--- src/rtl/fpu_ss_pkg.sv ---
// Shared types for the FPU subsystem issue/writeback path: result tag layout,
// load FSM states and the instruction routing class.
package fpu_ss_pkg;

  localparam int FPU_SS_ID_W = 4;

  typedef struct packed {
    logic                   rd_is_fp;
    logic [4:0]             rd;
    logic [FPU_SS_ID_W-1:0] id;
  } fpu_tag_t;

  typedef enum logic {
    IDLE,
    WAIT_RSP
  } ld_state_e;

  typedef enum logic [1:0] {
    CLS_FPU,
    CLS_LOAD,
    CLS_STORE,
    CLS_DROP
  } instr_cls_e;

  // FPU use takes precedence over memory flags; anything unflagged is dropped.
  function automatic instr_cls_e classify(logic use_fpu, logic is_load, logic is_store);
    if (use_fpu)       return CLS_FPU;
    else if (is_load)  return CLS_LOAD;
    else if (is_store) return CLS_STORE;
    else               return CLS_DROP;
  endfunction

endpackage

--- src/rtl/fpu_ss_issue_ctrl_if.sv ---
// Decoder, fpnew, memory and writeback signals of the issue controller.
// slave = controller side, master = surrounding subsystem / testbench.
interface fpu_ss_issue_ctrl_if #(
  parameter int ID_WIDTH = 4
);
  localparam int TAG_W = 6 + ID_WIDTH;

  logic                in_valid_i;
  logic                in_ready_o;
  logic [ID_WIDTH-1:0] in_id_i;
  logic                in_use_fpu_i;
  logic                in_is_load_i;
  logic                in_is_store_i;
  logic                in_rd_is_fp_i;
  logic [2:0]          in_rs_used_i;
  logic [14:0]         in_rs_addr_i;
  logic [4:0]          in_rd_i;

  logic                fpu_in_valid_o;
  logic                fpu_in_ready_i;
  logic [TAG_W-1:0]    fpu_in_tag_o;
  logic                fpu_out_valid_i;
  logic                fpu_out_ready_o;
  logic [TAG_W-1:0]    fpu_out_tag_i;

  logic                mem_req_valid_o;
  logic                mem_req_ready_i;
  logic                mem_rsp_valid_i;

  logic                fpr_we_o;
  logic [4:0]          fpr_waddr_o;
  logic                fpr_wsel_o;

  logic                int_wb_valid_o;
  logic                int_wb_ready_i;
  logic [ID_WIDTH-1:0] int_wb_id_o;

  logic                busy_o;

  modport slave (
    input  in_valid_i, in_id_i, in_use_fpu_i, in_is_load_i, in_is_store_i,
           in_rd_is_fp_i, in_rs_used_i, in_rs_addr_i, in_rd_i,
           fpu_in_ready_i, fpu_out_valid_i, fpu_out_tag_i,
           mem_req_ready_i, mem_rsp_valid_i, int_wb_ready_i,
    output in_ready_o, fpu_in_valid_o, fpu_in_tag_o, fpu_out_ready_o,
           mem_req_valid_o, fpr_we_o, fpr_waddr_o, fpr_wsel_o,
           int_wb_valid_o, int_wb_id_o, busy_o
  );

  modport master (
    output in_valid_i, in_id_i, in_use_fpu_i, in_is_load_i, in_is_store_i,
           in_rd_is_fp_i, in_rs_used_i, in_rs_addr_i, in_rd_i,
           fpu_in_ready_i, fpu_out_valid_i, fpu_out_tag_i,
           mem_req_ready_i, mem_rsp_valid_i, int_wb_ready_i,
    input  in_ready_o, fpu_in_valid_o, fpu_in_tag_o, fpu_out_ready_o,
           mem_req_valid_o, fpr_we_o, fpr_waddr_o, fpr_wsel_o,
           int_wb_valid_o, int_wb_id_o, busy_o
  );

endinterface

--- src/rtl/fpu_ss_scoreboard.sv ---
// Busy vector of pending FPR destinations: one set port, one clear port,
// three source read ports and a destination (WAW) check port.
module fpu_ss_scoreboard (
  input  logic        clk_i,
  input  logic        rst_i,
  input  logic        set_en_i,
  input  logic [4:0]  set_addr_i,
  input  logic        clr_en_i,
  input  logic [4:0]  clr_addr_i,
  input  logic [14:0] rs_addr_i,
  output logic [2:0]  rs_busy_o,
  input  logic [4:0]  rd_chk_addr_i,
  output logic        rd_busy_o,
  output logic        any_busy_o
);

  logic [31:0] r_busy;
  logic [31:0] w_busy_nxt;

  // NOTE: every always_comb output gets a default first, otherwise paths that
  // skip an assignment infer a latch.
  always_comb begin
    w_busy_nxt = r_busy;
    if (clr_en_i) w_busy_nxt[clr_addr_i] = 1'b0;
    if (set_en_i) w_busy_nxt[set_addr_i] = 1'b1;
  end

  // NOTE: the vector is plain flops, not RAM, so it is cleared by reset like
  // any other state; a stale bit after reset would stall issue forever.
  always_ff @(posedge clk_i) begin
    if (rst_i) r_busy <= '0;
    else       r_busy <= w_busy_nxt;
  end

  assign rs_busy_o[0] = r_busy[rs_addr_i[4:0]];
  assign rs_busy_o[1] = r_busy[rs_addr_i[9:5]];
  assign rs_busy_o[2] = r_busy[rs_addr_i[14:10]];
  assign rd_busy_o    = r_busy[rd_chk_addr_i];
  assign any_busy_o   = |r_busy;

endmodule

--- src/rtl/fpu_ss_issue_ctrl.sv ---
// Issue and writeback controller: hazard-checked zero-latency issue to fpnew or
// memory, inflight tracking, and load-first arbitration of the FPR write port.
module fpu_ss_issue_ctrl
  import fpu_ss_pkg::*;
#(
  parameter int MAX_INFLIGHT = 4,
  parameter int ID_WIDTH     = 4
) (
  input logic                clk_i,
  input logic                rst_i,
  fpu_ss_issue_ctrl_if.slave bus
);

  localparam int TAG_W = 6 + ID_WIDTH;
  localparam int CNT_W = $clog2(MAX_INFLIGHT + 1);
  localparam logic [CNT_W-1:0] MAX_CNT = CNT_W'(MAX_INFLIGHT);

  logic [CNT_W-1:0] r_inflight;
  ld_state_e        r_ld_state;
  ld_state_e        w_ld_state_nxt;
  logic [4:0]       r_ld_rd;

  logic [2:0]  w_rs_busy;
  logic        w_rd_busy;
  logic        w_sb_any;
  logic        w_hazard;
  logic        w_store_hz;
  logic        w_slot_free;
  instr_cls_e  w_cls;
  logic        w_fpu_in_valid;
  logic        w_mem_req_valid;
  logic        w_in_ready;
  logic        w_fpu_issue;
  logic        w_ld_issue;
  logic        w_out_rd_is_fp;
  logic [4:0]  w_out_rd;
  logic        w_ld_wb;
  logic        w_fpu_wb;
  logic        w_fpr_we;
  logic [4:0]  w_fpr_waddr;
  logic        w_fpu_out_ready;
  logic        w_fpu_ret;

  assign w_cls       = classify(bus.in_use_fpu_i, bus.in_is_load_i, bus.in_is_store_i);
  assign w_hazard    = (|(bus.in_rs_used_i & w_rs_busy)) | (bus.in_rd_is_fp_i & w_rd_busy);
  assign w_store_hz  = bus.in_rs_used_i[1] & w_rs_busy[1];
  assign w_slot_free = (r_inflight < MAX_CNT);

  always_comb begin
    w_fpu_in_valid  = 1'b0;
    w_mem_req_valid = 1'b0;
    w_in_ready      = 1'b0;
    if (!rst_i) begin
      unique case (w_cls)
        CLS_FPU: begin
          w_fpu_in_valid = bus.in_valid_i & ~w_hazard & w_slot_free;
          w_in_ready     = w_fpu_in_valid & bus.fpu_in_ready_i;
        end
        CLS_LOAD: begin
          w_mem_req_valid = bus.in_valid_i & ~w_hazard & (r_ld_state == IDLE);
          w_in_ready      = w_mem_req_valid & bus.mem_req_ready_i;
        end
        CLS_STORE: begin
          w_mem_req_valid = bus.in_valid_i & ~w_store_hz;
          w_in_ready      = w_mem_req_valid & bus.mem_req_ready_i;
        end
        default: w_in_ready = 1'b1;
      endcase
    end
  end

  assign w_fpu_issue = w_fpu_in_valid & bus.fpu_in_ready_i;
  assign w_ld_issue  = (w_cls == CLS_LOAD) & w_mem_req_valid & bus.mem_req_ready_i;

  // Writeback: a load response owns the port; an FPR-bound FPU result waits.
  assign w_out_rd_is_fp  = bus.fpu_out_tag_i[TAG_W-1];
  assign w_out_rd        = bus.fpu_out_tag_i[TAG_W-2 -: 5];
  assign w_ld_wb         = ~rst_i & (r_ld_state == WAIT_RSP) & bus.mem_rsp_valid_i;
  assign w_fpu_wb        = ~rst_i & bus.fpu_out_valid_i & w_out_rd_is_fp & ~w_ld_wb;
  assign w_fpr_we        = w_ld_wb | w_fpu_wb;
  assign w_fpr_waddr     = w_ld_wb ? r_ld_rd : w_out_rd;
  assign w_fpu_out_ready = ~rst_i & (w_out_rd_is_fp ? ~w_ld_wb : bus.int_wb_ready_i);
  assign w_fpu_ret       = bus.fpu_out_valid_i & w_fpu_out_ready;

  fpu_ss_scoreboard u_scoreboard (
    .clk_i         (clk_i),
    .rst_i         (rst_i),
    .set_en_i      ((w_fpu_issue | w_ld_issue) & bus.in_rd_is_fp_i),
    .set_addr_i    (bus.in_rd_i),
    .clr_en_i      (w_fpr_we),
    .clr_addr_i    (w_fpr_waddr),
    .rs_addr_i     (bus.in_rs_addr_i),
    .rs_busy_o     (w_rs_busy),
    .rd_chk_addr_i (bus.in_rd_i),
    .rd_busy_o     (w_rd_busy),
    .any_busy_o    (w_sb_any)
  );

  always_ff @(posedge clk_i) begin
    if (rst_i) begin
      r_inflight <= '0;
    end else if (w_fpu_issue && !w_fpu_ret) begin
      r_inflight <= r_inflight + CNT_W'(1);
    end else if (!w_fpu_issue && w_fpu_ret && r_inflight != '0) begin
      r_inflight <= r_inflight - CNT_W'(1);
    end
  end

  always_ff @(posedge clk_i) begin
    if (rst_i) begin
      r_ld_state <= IDLE;
      r_ld_rd    <= '0;
    end else begin
      r_ld_state <= w_ld_state_nxt;
      if (w_ld_issue) r_ld_rd <= bus.in_rd_i;
    end
  end

  always_comb begin
    w_ld_state_nxt = r_ld_state;
    unique case (r_ld_state)
      IDLE:     if (w_ld_issue)          w_ld_state_nxt = WAIT_RSP;
      WAIT_RSP: if (bus.mem_rsp_valid_i) w_ld_state_nxt = IDLE;
      default:                           w_ld_state_nxt = IDLE;
    endcase
  end

  assign bus.in_ready_o      = w_in_ready;
  assign bus.fpu_in_valid_o  = w_fpu_in_valid;
  assign bus.fpu_in_tag_o    = {bus.in_rd_is_fp_i, bus.in_rd_i, bus.in_id_i};
  assign bus.mem_req_valid_o = w_mem_req_valid;
  assign bus.fpu_out_ready_o = w_fpu_out_ready;
  assign bus.fpr_we_o        = w_fpr_we;
  assign bus.fpr_waddr_o     = w_fpr_waddr;
  assign bus.fpr_wsel_o      = w_ld_wb;
  assign bus.int_wb_valid_o  = ~rst_i & bus.fpu_out_valid_i & ~w_out_rd_is_fp;
  assign bus.int_wb_id_o     = bus.fpu_out_tag_i[ID_WIDTH-1:0];
  assign bus.busy_o          = ~rst_i & ((r_inflight != '0) | (r_ld_state != IDLE) | w_sb_any);

endmodule

--- src/flat_wrapper.sv ---
// flat-port wrapper written by rule: the top's interface ports become plain ports
module fpu_ss_issue_ctrl_flat import fpu_ss_pkg::*;
#(
  parameter int MAX_INFLIGHT = 4,
  parameter int ID_WIDTH     = 4
)
  (clk_i, rst_i, bus_in_valid_i, bus_in_id_i, bus_in_use_fpu_i, bus_in_is_load_i, bus_in_is_store_i, bus_in_rd_is_fp_i, bus_in_rs_used_i, bus_in_rs_addr_i, bus_in_rd_i, bus_fpu_in_ready_i, bus_fpu_out_valid_i, bus_fpu_out_tag_i, bus_mem_req_ready_i, bus_mem_rsp_valid_i, bus_int_wb_ready_i, bus_in_ready_o, bus_fpu_in_valid_o, bus_fpu_in_tag_o, bus_fpu_out_ready_o, bus_mem_req_valid_o, bus_fpr_we_o, bus_fpr_waddr_o, bus_fpr_wsel_o, bus_int_wb_valid_o, bus_int_wb_id_o, bus_busy_o);
  fpu_ss_issue_ctrl_if #(.ID_WIDTH(ID_WIDTH)) bus_i ();
  input logic clk_i;
  input logic rst_i;
  input wire logic [$bits(bus_i.in_valid_i)-1:0] bus_in_valid_i;
  input wire logic [$bits(bus_i.in_id_i)-1:0] bus_in_id_i;
  input wire logic [$bits(bus_i.in_use_fpu_i)-1:0] bus_in_use_fpu_i;
  input wire logic [$bits(bus_i.in_is_load_i)-1:0] bus_in_is_load_i;
  input wire logic [$bits(bus_i.in_is_store_i)-1:0] bus_in_is_store_i;
  input wire logic [$bits(bus_i.in_rd_is_fp_i)-1:0] bus_in_rd_is_fp_i;
  input wire logic [$bits(bus_i.in_rs_used_i)-1:0] bus_in_rs_used_i;
  input wire logic [$bits(bus_i.in_rs_addr_i)-1:0] bus_in_rs_addr_i;
  input wire logic [$bits(bus_i.in_rd_i)-1:0] bus_in_rd_i;
  input wire logic [$bits(bus_i.fpu_in_ready_i)-1:0] bus_fpu_in_ready_i;
  input wire logic [$bits(bus_i.fpu_out_valid_i)-1:0] bus_fpu_out_valid_i;
  input wire logic [$bits(bus_i.fpu_out_tag_i)-1:0] bus_fpu_out_tag_i;
  input wire logic [$bits(bus_i.mem_req_ready_i)-1:0] bus_mem_req_ready_i;
  input wire logic [$bits(bus_i.mem_rsp_valid_i)-1:0] bus_mem_rsp_valid_i;
  input wire logic [$bits(bus_i.int_wb_ready_i)-1:0] bus_int_wb_ready_i;
  output wire logic [$bits(bus_i.in_ready_o)-1:0] bus_in_ready_o;
  output wire logic [$bits(bus_i.fpu_in_valid_o)-1:0] bus_fpu_in_valid_o;
  output wire logic [$bits(bus_i.fpu_in_tag_o)-1:0] bus_fpu_in_tag_o;
  output wire logic [$bits(bus_i.fpu_out_ready_o)-1:0] bus_fpu_out_ready_o;
  output wire logic [$bits(bus_i.mem_req_valid_o)-1:0] bus_mem_req_valid_o;
  output wire logic [$bits(bus_i.fpr_we_o)-1:0] bus_fpr_we_o;
  output wire logic [$bits(bus_i.fpr_waddr_o)-1:0] bus_fpr_waddr_o;
  output wire logic [$bits(bus_i.fpr_wsel_o)-1:0] bus_fpr_wsel_o;
  output wire logic [$bits(bus_i.int_wb_valid_o)-1:0] bus_int_wb_valid_o;
  output wire logic [$bits(bus_i.int_wb_id_o)-1:0] bus_int_wb_id_o;
  output wire logic [$bits(bus_i.busy_o)-1:0] bus_busy_o;
  assign bus_i.in_valid_i = bus_in_valid_i;
  assign bus_i.in_id_i = bus_in_id_i;
  assign bus_i.in_use_fpu_i = bus_in_use_fpu_i;
  assign bus_i.in_is_load_i = bus_in_is_load_i;
  assign bus_i.in_is_store_i = bus_in_is_store_i;
  assign bus_i.in_rd_is_fp_i = bus_in_rd_is_fp_i;
  assign bus_i.in_rs_used_i = bus_in_rs_used_i;
  assign bus_i.in_rs_addr_i = bus_in_rs_addr_i;
  assign bus_i.in_rd_i = bus_in_rd_i;
  assign bus_i.fpu_in_ready_i = bus_fpu_in_ready_i;
  assign bus_i.fpu_out_valid_i = bus_fpu_out_valid_i;
  assign bus_i.fpu_out_tag_i = bus_fpu_out_tag_i;
  assign bus_i.mem_req_ready_i = bus_mem_req_ready_i;
  assign bus_i.mem_rsp_valid_i = bus_mem_rsp_valid_i;
  assign bus_i.int_wb_ready_i = bus_int_wb_ready_i;
  assign bus_in_ready_o = bus_i.in_ready_o;
  assign bus_fpu_in_valid_o = bus_i.fpu_in_valid_o;
  assign bus_fpu_in_tag_o = bus_i.fpu_in_tag_o;
  assign bus_fpu_out_ready_o = bus_i.fpu_out_ready_o;
  assign bus_mem_req_valid_o = bus_i.mem_req_valid_o;
  assign bus_fpr_we_o = bus_i.fpr_we_o;
  assign bus_fpr_waddr_o = bus_i.fpr_waddr_o;
  assign bus_fpr_wsel_o = bus_i.fpr_wsel_o;
  assign bus_int_wb_valid_o = bus_i.int_wb_valid_o;
  assign bus_int_wb_id_o = bus_i.int_wb_id_o;
  assign bus_busy_o = bus_i.busy_o;
  fpu_ss_issue_ctrl #(.MAX_INFLIGHT(MAX_INFLIGHT), .ID_WIDTH(ID_WIDTH)) u_core (.clk_i(clk_i), .rst_i(rst_i), .bus(bus_i));
endmodule
--- config.mk ---
export PLATFORM = sky130hd
export DESIGN_NAME = fpu_ss_issue_ctrl_flat
export DESIGN_NICKNAME = d
export VERILOG_FILES = /design/src/rtl/fpu_ss_pkg.sv /design/src/rtl/fpu_ss_issue_ctrl_if.sv /design/src/rtl/fpu_ss_scoreboard.sv /design/src/rtl/fpu_ss_issue_ctrl.sv /design/src/flat_wrapper.sv
export SDC_FILE = /design/constraint.sdc
export NUM_CORES = 1
export LEC_CHECK = 0
export CORE_UTILIZATION = 38
export CTS_CLUSTER_DIAMETER = 120
export DETAILED_ROUTE_END_ITERATION = 6
export PLACE_DENSITY = 0.65
export SYNTH_ARGS = -nofsm -noshare
export SYNTH_HDL_FRONTEND = slang
export SYNTH_SLANG_ARGS = --single-unit
--- constraint.sdc ---
create_clock -name clk_i -period 3.1 [get_ports clk_i]
set_clock_uncertainty 0.05 [all_clocks]
set_input_delay 0.31 -clock clk_i [delete_from_list [all_inputs] [get_ports clk_i]]
set_output_delay 0.31 -clock clk_i [all_outputs]
set_load 0.05 [all_outputs]
==> run_results.csv, run 1 <==
group,metric,value,unit
die,die_w,97.7,um
finish,areaGrowthSynthToFinish,40.1,%
clock_network,cts_max_path_buffers,2,
logic_synthesis,async_reset_ff_share,0,%
place,portBuffers,59,
sta,finalSetupViolCount,0,
worst_setup_path,arrival,2710,ps
global_route,grtUsageTotal,27.3,%
route,routedWlPerCell,21.0,um
logic_synthesis,synth_top_cell_area_share,23.6,%
logic_synthesis,synth_cell_types,48,
worst_setup_path,r2r_setup_slack,40,ps
logic_synthesis,ys_seq_area_share,23.6,%
clock_network,insertion_delay,300,ps
finish,nNetsFinal,564,
logic_synthesis,synth.top_cells.by_area,"dfxtp_1 (24%), mux4_2 (15%), mux2i_1 (11%), o21ai_0 (6.6%), nor2b_1 (5.0%)",
logic_synthesis,yosys-top-cells-count,"o21ai_0 (46), dfxtp_1 (41), mux2i_1 (37)",
finish,drive_gt1_share,29.1,%
status,failed_checks,"DRC",
sta,hold_ws,442,ps
sta,worst_slew_pin_slew,558,ps
logic_synthesis,ys.flop_type,"dfxtp_1",
die,boundaryPins,76,
global_route,grt_pass1_wl,20.0,mm
run,cap_violations,0,
clock_network,cts-hold-fix-buffers,0,
worst_setup_path,endpoint,"bus_fpu_in_valid_o",
sta,max_freq,325,MHz
route,drtAntennaViolNets,0,
finish,stdcell_count,623,
logic_synthesis,yosysTopAreaCell,"dfxtp_1",
hold_path,min_from,"u_core.r_ld_rd[1]",
clock_network,cts_buffers,5,
route,drt_wl_total,13.1,mm
global_route,grt_overflow,0,
logic_synthesis,synth_edf_count,0,
die,fp.coreArea,8810,sq um
die,initial_core_util,39.5,%
worst_setup_path,r2r_cells,10,
clock_network,cts_max_level,2,
worst_setup_path,critPathKind,"flop to primary output",
power,power_density,290,nW/um^2
worst_setup_path,end_kind,"primary output",
worst_setup_path,rr_endpoint,"u_core.r_inflight[2]",
logic_synthesis,synth_warnings,0,
logic_synthesis,syn_inst,404,
sta,hold_violations,0,
clock_network,clock-sinks,41,
worst_setup_path,crit_path_start,"u_core.u_scoreboard.r_busy[22]",
global_route,antenna_found_initial,0,
worst_setup_path,crit_chain,"mux4_2, mux4_2, mux2_4, nand2_4, buf_6, nand4_1, nor4b_2, buf_4, buf_12",
logic_synthesis,syn-cell-area,3480,sq um
place,gp_congestion,1.01,
sta,slew_viol_final,0,
sta,slew_headroom,62.5,%
worst_setup_path,cp_data_required_time,2740,ps
route,num_vias,3862,
route,drc,12,
sta,rsz0062_at_grt,"yes",
sta,finalCritPeriodShare,99.1,%
worst_setup_path,critPathSlowestCell,"mux4_2",
logic_synthesis,syn_avg_cell_area,8.61,sq um
logic_synthesis,synth-seq-cells,41,
worst_setup_path,cpMostUsedCell,"mux4_2",
route,drtPass1Iterations,7,
worst_setup_path,start_kind,"flop",
logic_synthesis,syn-num-nets,454,
power,irDropWorstVdd,0.176,mV
die,rows,34,
worst_setup_path,cp_slowest_stage_delay,480,ps
place,dp_cells,608,
global_route,grt_max_degree,47,
route,viasPerCell,6.20,
die,dieArea,9540,sq um
clock_network,cts_tree,"built",
clock_network,clock-root-buffer,"clkbuf_8",
finish,antenna_cells,0,
power,p_leak,1.96,nW
logic_synthesis,yosysMostFrequentCell,"o21ai_0",
sta,fin_tns_setup,0,ps
worst_setup_path,cp_max_fo,3,
sta,fin_crit,3070,ps
die,die_h,97.7,um
hold_path,min_path_type,"flop to flop",
clock_network,clkSlewWorstSetupHoldPaths,80,ps
status,status,"finished, violations left",
place,place.detailed.hpwl,10.2,mm
route,drt_iter0_drc,425,
global_route,first_global_vias,3756,
worst_setup_path,reg2reg_from,"u_core.u_scoreboard.r_busy[22]",
==> registers in the layout, indices dropped and copies added (netlist names) <==
register and flops:
u_core.r_inflight 3, u_core.u_scoreboard.r_busy 32, u_core.r_ld_state 1, u_core.r_ld_rd 5
==> routing by layer <==
layer	track usage (%)	up-vias	wire (um)
li1	-	1725	-
met1	35.4	1856	5430
met2	43.2	233	5920
met3	4.96	48	1150
met4	14.0	0	557
met5	0	-	0
==> kinds of logic after synthesis <==
| family | synth area share, % |
|---|---|
| simple gates | 26.0 |
| fa+ha+maj | 0.575 |
| buf+inv | 7.62 |
| flops | 23.6 |
| compound gates | 14.3 |
| mux | 27.9 |
==> report_power, final <==
group          switching (mW)  leakage (nW)  total (mW)  internal (mW)
clock network           0.196        0.0585       0.459          0.263
logic                   0.215          1.57       0.412          0.197
registers             0.00867         0.333       0.542          0.533
total                   0.420          1.96        1.41          0.993
==> stage by stage <==
step / utilization (%) / area (sq um) / setup slack [ps] / power (mW)
2_1_floorplan: - / 3520 / -101 / 0.800
3_3_place_gp: 53.0 / 4670 / -608 / 0.942
3_5_place_dp: 53.0 / 4670 / -631 / 0.948
4_1_cts: 55.1 / 4860 / -43.9 / 1.40
5_1_grt: 55.4 / 4870 / -57.4 / 1.46
6_report: 55.4 / 4870 / 26.6 / 1.41
==> worst max-delay path, delay by kind of cell (launching register included) <==
kind                   cells  cell delay [ps]
buffers and inverters      3              370
DFF                        1              340
muxes                      3             1250
and+or+nand+nor            3              440
==> placed cells by master (no fill, tap or decap), types with 2 or more instances in the layout <==
cell / count
nand4b_1: 2
a21oi_1: 7
a31oi_1: 4
o22ai_1: 6
clkbuf_8: 6
nor3_1: 7
nor4_1: 7
nand3b_1: 21
nor2b_1: 28
nand3_1: 15
dfxtp_1: 36
buf_6: 4
mux2_2: 2
dfxtp_2: 5
mux2_1: 2
buf_4: 81
mux4_2: 24
dlygate4sd2_1: 6
o21ai_0: 46
and2_1: 3
dlymetal6s2s_1: 2
o21ai_1: 12
nand2b_1: 9
nand4_1: 8
clkdlybuf4s50_1: 35
or3_1: 3
mux2i_1: 36
buf_12: 11
a22oi_1: 3
or2_2: 2
nor2_1: 16
nand2_1: 25
inv_1: 11
nor3b_1: 2
==> worst min-delay path by stage <==
| stage | end | slack (ps) | cells past startpoint |
|---|---|---|---|
| after floorplan | u_core.r_ld_rd[0] | 400 | 2 |
| after global placement | u_core.r_ld_rd[1] | 420 | 2 |
| after detailed placement | u_core.r_ld_rd[4] | 430 | 2 |
| after CTS | u_core.r_ld_rd[2] | 440 | 2 |
| after global routing | u_core.r_ld_rd[4] | 460 | 2 |
| final | u_core.r_ld_rd[1] | 440 | 2 |
==> area by class of cell <==
class | instances | area [sq um]
fill | 806 | 3930
multi-input combinational | 314 | 2440
timing repair buffer | 141 | 1320
sequential | 41 | 827
tap | 108 | 135
clock buffer | 7 | 86.3
inverter | 11 | 41.3
clock inverter | 1 | 30.0
==> timing repair <==
action,in CTS,in global routing
setup buffers,6,2
resized for setup,25,5
pin swaps,6,6
endpoints found under the setup margin,11,4
Power figures use the tool's default switching activity.
==> inputs of run 2 (changes only) <==
--- a/config.mk
+++ b/config.mk
@@ -5,6 +5,7 @@
 export SDC_FILE = /design/constraint.sdc
 export NUM_CORES = 1
 export LEC_CHECK = 0
+export CAP_MARGIN = 30
 export CORE_UTILIZATION = 38
 export CTS_CLUSTER_DIAMETER = 120
 export DETAILED_ROUTE_END_ITERATION = 6
@@ -12,3 +13,4 @@
 export SYNTH_ARGS = -nofsm -noshare
 export SYNTH_HDL_FRONTEND = slang
 export SYNTH_SLANG_ARGS = --single-unit
+export TNS_END_PERCENT = 5
==> run 2 against run 1 <==
  * The run ends with DRC, setup timing left
  * Register-to-register slack lost 20 ps
  * Hold slack got worse by 2.1 ps
  * First-iteration DRC count shrank 27%
  * Setup slack worse by 76 ps
  * Final cell count up 0.16%
  * Combinational power shrank 3%
  * Total power down 0.68%
  * Critical endpoint unchanged
  * Largest power group unchanged
  * Highest routed layer unchanged
==> run_results.csv, run 2 (synthesis gave the netlist of run 1 again) <==
group,metric,value,unit
finish,top_regs,"u_core.u_scoreboard.r_busy (32), u_core.r_ld_rd (5), u_core.r_inflight (3)",
route,routedWlPerCell,20.1,um
die,dieArea,9540,sq um
finish,finalInstanceArea,4850,sq um
route,drt_wl_total,12.6,mm
clock_network,cts_max_path_buffers,2,
clock_network,cts_tree,"built",
power,p_total,1.40,mW
place,place.detailed.hpwl,10.1,mm
die,die_w,97.7,um
sta,slew_headroom,61.0,%
power,pwr-share-comb,28.5,%
worst_setup_path,cp_data_required_time,2740,ps
power,irDropWorstVdd,0.172,mV
route,drc,14,
sta,hold_ws,440,ps
finish,stdcell_count,624,
power,power_density,289,nW/um^2
finish,fillers,807,
worst_setup_path,crit_path_start,"u_core.u_scoreboard.r_busy[19]",
sta,hold_violations,0,
place,portBuffers,59,
sta,max_freq,318,MHz
global_route,antenna_found_initial,0,
finish,largest_reg_flops,32,
status,status,"finished, violations left",
power,p_leak,1.94,nW
route,drt_iter0_drc,312,
worst_setup_path,cp_max_fo,3,
place,gp_congestion,0.989,
global_route,grt_overflow,0,
clock_network,clock-root-buffer,"clkbuf_8",
finish,drive_gt1_share,28.9,%
global_route,grtUsageTotal,27.2,%
clock_network,cts-hold-fix-buffers,0,
finish,nNetsFinal,565,
sta,worst_slew_pin_slew,581,ps
status,failed_checks,"DRC, setup timing",
global_route,first_global_vias,3693,
sta,rsz0062_at_grt,"yes",
sta,setup_ws,-49.4,ps
route,drtPass1Iterations,7,
die,fp.coreArea,8810,sq um
finish,areaGrowthSynthToFinish,39.4,%
hold_path,min_from,"u_core.r_ld_rd[2]",
run,cap_violations,0,
sta,finalSetupViolCount,2,
worst_setup_path,end_kind,"primary output",
place,dp_cells,612,
clock_network,insertion_delay,300,ps
finish,antenna_cells,0,
place,place_area,4690,sq um
die,die_h,97.7,um
die,rows,34,
worst_setup_path,arrival,2790,ps
sta,fin_crit,3150,ps
sta,slew_viol_final,0,
finish,fin_util,55.1,%
worst_setup_path,reg2reg_from,"u_core.u_scoreboard.r_busy[19]",
worst_setup_path,critPathKind,"flop to primary output",
global_route,grt_max_degree,51,
power,p_int,988,uW
global_route,grt_pass1_wl,19.9,mm
clock_network,cts_buffers,5,
hold_path,min_path_type,"flop to flop",
die,boundaryPins,76,
finish,final_cell_mix,"buf_4 (83), o21ai_0 (46), clkdlybuf4s50_1 (38)",
finish,largest-register,"u_core.u_scoreboard.r_busy",
route,viasPerCell,5.85,
worst_setup_path,start_kind,"flop",
finish,layout_commonest_cell,"buf_4",
power,sequentialPowerShare,38.7,%
clock_network,cts_max_level,2,
power,power.switching,415,uW
clock_network,clkSlewWorstSetupHoldPaths,90,ps
clock_network,clock-sinks,41,
route,num_vias,3651,
place,dp_slack,-756,ps
power,switching_share,29.6,%
route,drtAntennaViolNets,0,
sta,fin_tns_setup,-94.1,ps
power,pwr-share-clk,32.8,%
sta,finalCritPeriodShare,102,%
die,initial_core_util,39.5,%
run 2: changes by cell type in the layout (fill, tap and decap cells not counted), sizes merged:
cell,previous run,this run
dlymetal6s2s,2,0
clkbuf,7,6
buf,97,99
clkinvlp,0,1
clkdlybuf4s15,1,0
clkdlybuf4s50,35,38
dlygate4sd2,6,5
run 2: final timing paths:
kind | to | cells after the start | slack [ps]
setup reg to reg | u_core.r_inflight[2] | 10 | 20
setup / recovery | bus_fpu_in_valid_o | 9 | -50
hold reg to reg | u_core.r_ld_rd[2] | 2 | 440
hold / removal | u_core.r_ld_rd[2] | 2 | 440
run 2: layout make-up:
cell class / count / area [sq um] / share of cell area [%]
Clock buffer: 6 / 82.6 / 1.70
Clock inverter: 2 / 37.5 / 0.774
Inverter: 11 / 41.3 / 0.851
Multi-Input combinational cell: 314 / 2410 / 49.7
Sequential cell: 41 / 831 / 17.1
Tap cell: 108 / 135 / 2.79
Timing Repair Buffer: 142 / 1310 / 27.0
run 2: routing by layer:
layer | routed length, um | GRT usage, % | vias up
met5 | 0 | 0 | -
met4 | 532 | 13.1 | 0
met3 | 902 | 3.60 | 37
met2 | 5530 | 41.8 | 172
met1 | 5600 | 37.6 | 1719
li1 | - | - | 1723
run 2: power groups by stage:
stage	Combinational [mW]	Clock [mW]	Sequential [mW]
2_1_floorplan	0.242	0	0.552
6_report	0.400	0.461	0.542
5_1_grt	0.426	0.480	0.544
3_5_place_dp	0.392	0	0.555
4_1_cts	0.396	0.460	0.542
3_3_place_gp	0.387	0	0.554
run 2: critical path, stage by stage (launching register included):
cell and delay, ps:
dfxtp_2 330, mux4_2 470, mux4_2 480, mux2_4 310, nand2_4 70, buf_6 100, nand4_1 120, nor4b_2 310
buf_4 180, buf_12 120
run 2: what timing repair did:
item	CTS	global route
pin swaps	5	4
buffers inserted	3	1
endpoints found under the setup margin	25	5
resized for setup	23	5
